==> config.mk <==
export PLATFORM = sky130hd
export DESIGN_NAME = scan_index_gen
export DESIGN_NICKNAME = d
export VERILOG_FILES = /design/src/rtl/scan_index_gen.sv
export SDC_FILE = /design/constraint.sdc
export NUM_CORES = 1
export LEC_CHECK = 0
export CORE_MARGIN = 5
export CORE_UTILIZATION = 30
export DETAILED_ROUTE_END_ITERATION = 16
export SETUP_SLACK_MARGIN = 0.5
export SLEW_MARGIN = 15
export SYNTH_ARGS = -nofsm -noshare
export SYNTH_HDL_FRONTEND = slang
export SYNTH_SLANG_ARGS = --single-unit
export TNS_END_PERCENT = 5
==> constraint.sdc <==
create_clock -name clk -period 3.8 [get_ports clk]
set_clock_uncertainty 0.05 [all_clocks]
set_input_delay 0.57 -clock clk [delete_from_list [all_inputs] [get_ports clk]]
set_output_delay 0.57 -clock clk [all_outputs]
set_load 0.01 [all_outputs]
==> src/rtl/scan_index_gen.sv <==
// Select-code generator for the 3-to-8 decoder: steps a 3-bit index up, down,
// ping-pong or hold, either from a prescaler or from a synchronized step button.
module scan_index_gen #(
  parameter int TICK_DIV = 50000000,
  parameter int CW       = 26
) (
  input  logic       clk,
  input  logic       rst_n,
  input  logic       en,
  input  logic [1:0] mode,
  input  logic       step_btn,
  output logic       a,
  output logic       b,
  output logic       c,
  output logic       tick
);

  typedef enum logic [1:0] {MODE_UP, MODE_DOWN, MODE_PING, MODE_HOLD} mode_e;
  typedef enum logic {DIR_UP, DIR_DOWN} dir_e;

  localparam logic [CW-1:0] LAST = CW'(TICK_DIV - 1);

  logic [CW-1:0] presc;
  logic          auto_adv;
  logic          sync1, sync2, prev_sync;
  logic          step_edge;
  logic          adv;
  logic [2:0]    idx, nxt_idx;
  dir_e          dir, nxt_dir;
  mode_e         mode_s;

  assign auto_adv  = (presc == LAST);
  assign step_edge = sync2 & ~prev_sync;
  // en picks exactly one advance source, so at most one step per cycle.
  assign adv       = en ? auto_adv : step_edge;
  assign mode_s    = mode_e'(mode);

  // NOTE: every register is cleared by the async reset and updated only with
  // non-blocking assignments, so all flops see pre-edge values of each other.
  always_ff @(posedge clk or negedge rst_n) begin
    if (!rst_n) begin
      presc     <= '0;
      sync1     <= 1'b0;
      sync2     <= 1'b0;
      prev_sync <= 1'b0;
    end else begin
      sync1     <= step_btn;
      sync2     <= sync1;
      prev_sync <= sync2;
      // Held at zero while disabled so re-enabling always waits a full period.
      if (!en || auto_adv) presc <= '0;
      else                 presc <= presc + 1'b1;
    end
  end

  // NOTE: defaults are assigned first so no path leaves a signal unassigned,
  // which would otherwise infer a latch.
  always_comb begin
    nxt_idx = idx;
    nxt_dir = dir;
    case (mode_s)
      MODE_UP: begin
        nxt_idx = idx + 3'd1;
        nxt_dir = DIR_UP;
      end
      MODE_DOWN: begin
        nxt_idx = idx - 3'd1;
        nxt_dir = DIR_DOWN;
      end
      MODE_PING: begin
        if (dir == DIR_UP) begin
          if (idx == 3'd7) begin
            nxt_idx = 3'd6;
            nxt_dir = DIR_DOWN;
          end else begin
            nxt_idx = idx + 3'd1;
          end
        end else begin
          if (idx == 3'd0) begin
            nxt_idx = 3'd1;
            nxt_dir = DIR_UP;
          end else begin
            nxt_idx = idx - 3'd1;
          end
        end
      end
      default: ;
    endcase
  end

  always_ff @(posedge clk or negedge rst_n) begin
    if (!rst_n) begin
      idx  <= 3'd0;
      dir  <= DIR_UP;
      tick <= 1'b0;
    end else begin
      tick <= adv & (mode_s != MODE_HOLD);
      if (adv) begin
        idx <= nxt_idx;
        dir <= nxt_dir;
      end
    end
  end

  assign {a, b, c} = idx;

endmodule

==> flow_summary.toml <==
[routing]
first_iter_violations = 64
drtAntennaViolNets = 0
drt_pass1_iterations = 4
wl_mm = 3.991
drcViolationCount = 0
wl_per_cell_um = 13.76
viasPerCell = 5.331
vias = 1546

[critical_path]
cp_top_family = "simple AND/OR/NAND/NOR gates"
critPathRequiredTime_ns = 3.92
start_kind = "input pin"
cp-end-kind = "register"
path_cells = "clkdlybuf4s50_1 -> ha_1 -> or4b_2 -> o21ai_4 -> mux2_2"
slowest_stage = "or4b_2"
crit_fanout = 5
arrival_ns = 2.41
crit_type = "in2reg"
cp_num_buf_inv = 1
critPathMaxStageDelay_ns = 0.68

[placed_design]
dp_slack_ns = 1.192
numPortBuffers = 9
hpwlAfterDp_mm = 2.821
place_inst = 284
place.gp.congestion = 0.7956

[pwr]
leakage_nw = 0.8795
power_density_nw_per_um2 = 392.1
ir_drop_uv = 120.2

[clock_tree]
postCtsSetupRepairBufs = 0
cts.repair.resized = 0
cts_tree = "built"
cts_hold_buf = 0
clockBufferDepth = 2
cts.sinks = 34
cts_root_buf = "clkbuf_8"
numCtsBuffers = 5
clk_pin_slew_ns = 0.07
cts_max_level = 2
worst_skew_pair.late_latency_ns = 0.28

[yosys]
yosys.area_share.simple_pct = 26.85
syn_area_per_cell_sq_um = 9.777
synthAdderAreaFrac_pct = 6.901
ys.flop_type = "dfrtp_1"
ys_warn_count = 0
synthesis.area_sq_um = 1994
synthTopCellsByCount = "34 x dfrtp_1, 19 x nor2_1, 15 x inv_1"
synth_top_family_by_area = "simple AND/OR/NAND/NOR gates"
yosys.area_share.xor_xnor_pct = 5.270
muxShareOfSynthArea_pct = 1.568
syn_inst = 204
synth_compound_area_share_pct = 11.98
synth_seq_area_share_pct = 42.66
ys_async_sr_fraction_pct = 100.0
synth_seq_cells = 34
synthTopCellsByArea = "dfrtp_1 43%, ha_1 6.9%, xnor2_1 4.0%"
synth-edff-count = 0
yosys.area.top_type_share_pct = 42.66
synth_cell_types = 47
synth_area_leader_cell = "dfrtp_1"
synth_most_common_cell = "dfrtp_1"
synth_nets = 221

[timing]
fmax_ghz = 0.4360
grt_setup_unrepaired = "false"
timing.final.crit_share_pct = 60.36
tns_ns = 0
setup_violations = 0
tightest_slew_ns = 0.7593
finalWorstPathRequiredPeriod_ns = 2.294
slew_viol_final = 0
fin_ws_ns = 1.506
hold_viol = 0
relSlewSlack_pct = 49.38

[die]
die_h_um = 91.54
start_util_pct = 31.05
die_area_sq_um = 8379
pin_count = 10
die_w_um = 91.54
rows = 29
core_sq_um = 6422

[cells_and_area]
diodes = 0
seq_area_sq_um = 850.8
nets = 231
area_growth_pct = 11.67
num-fill-cells = 667
drive_gt1_share_pct = 10.33
final_cells = 290
multiInputGateArea_sq_um = 1049

[global_route]
grt_pass1_wl_mm = 7.079
track_usage_pct = 10.35
grt_max_degree = 35
antenna_found_initial = 0
grt_pass1_vias = 1503
grt.overflow.total = 0

[job]
cap_violations = 0

[worst_hold_path]
min_path_type = "in2async"

[outcome]
outcome = "completed"
## cell families after synthesis
kind of cell / after synthesis
simple gates: 88
fa+ha+maj: 11
flops: 34
compound gates: 34
mux: 3
xor+xnor: 12
buf+inv: 22
## placed cells by master, fill, tap and decap left out, drive strengths merged, types with 9 or more instances in the layout
master	n
ha	11
xnor2	9
nor2	19
nor3	11
nand3	10
or4	10
a21oi	11
dfrtp	34
inv	15
## state kept, by name, indices dropped and copies added, names as in the netlist
register   count
sync1          1
idx            3
dir            1
sync2          1
presc         26
tick           1
prev_sync      1
## where the power goes
part | leakage, nW | total [mW] | internal [mW] | switching [mW]
Clock | 0.0431 | 0.261 | 0.140 | 0.122
Combinational | 0.379 | 0.194 | 0.0980 | 0.0961
Sequential | 0.457 | 0.418 | 0.384 | 0.0337
## final cells by class
| type | count | share of cell area [%] |
|---|---|---|
| multi-input cells | 148 | 47.08 |
| well taps | 77 | 4.326 |
| repair buffers | 10 | 4.157 |
| inverters | 15 | 2.528 |
| flip-flops and latches | 34 | 38.20 |
| clock buffers | 6 | 3.708 |
## layer usage
layer / share of wire, % / routed length, um / GRT usage [%]
met5: 0 / 0 / 0
met4: 0.90 / 36 / 2.638
met3: 3.3 / 132 / 4.050
met2: 47 / 1874 / 15.58
met1: 49 / 1949 / 13.88
## final timing paths
path                        endpoint  slack, ns  depth (start not counted)      from
setup reg to reg              idx[0]       1.51                          5  presc[0]
max in group asynchronous      sync2       2.91                          1     rst_n
hold / removal             presc[16]       0.30                          1     rst_n
setup / recovery              idx[0]       1.51                          5   mode[0]
hold reg to reg                sync2       0.30                          0     sync1
min in group clk               sync2       0.30                          0     sync1
## through the flow
stage	hold WS (ns)	total power, mW	area [sq um]	utilization, %
2_1_floorplan	0.2244	0.5420	1994	-
3_3_place_gp	0.2828	0.6182	2145	33.39
3_5_place_dp	0.2862	0.6229	2145	33.39
4_1_cts	0.3008	0.8864	2227	34.68
5_1_grt	0.3158	0.9404	2227	34.68
6_report	0.2974	0.8732	2227	34.68
(Power assumes the default switching activity.)
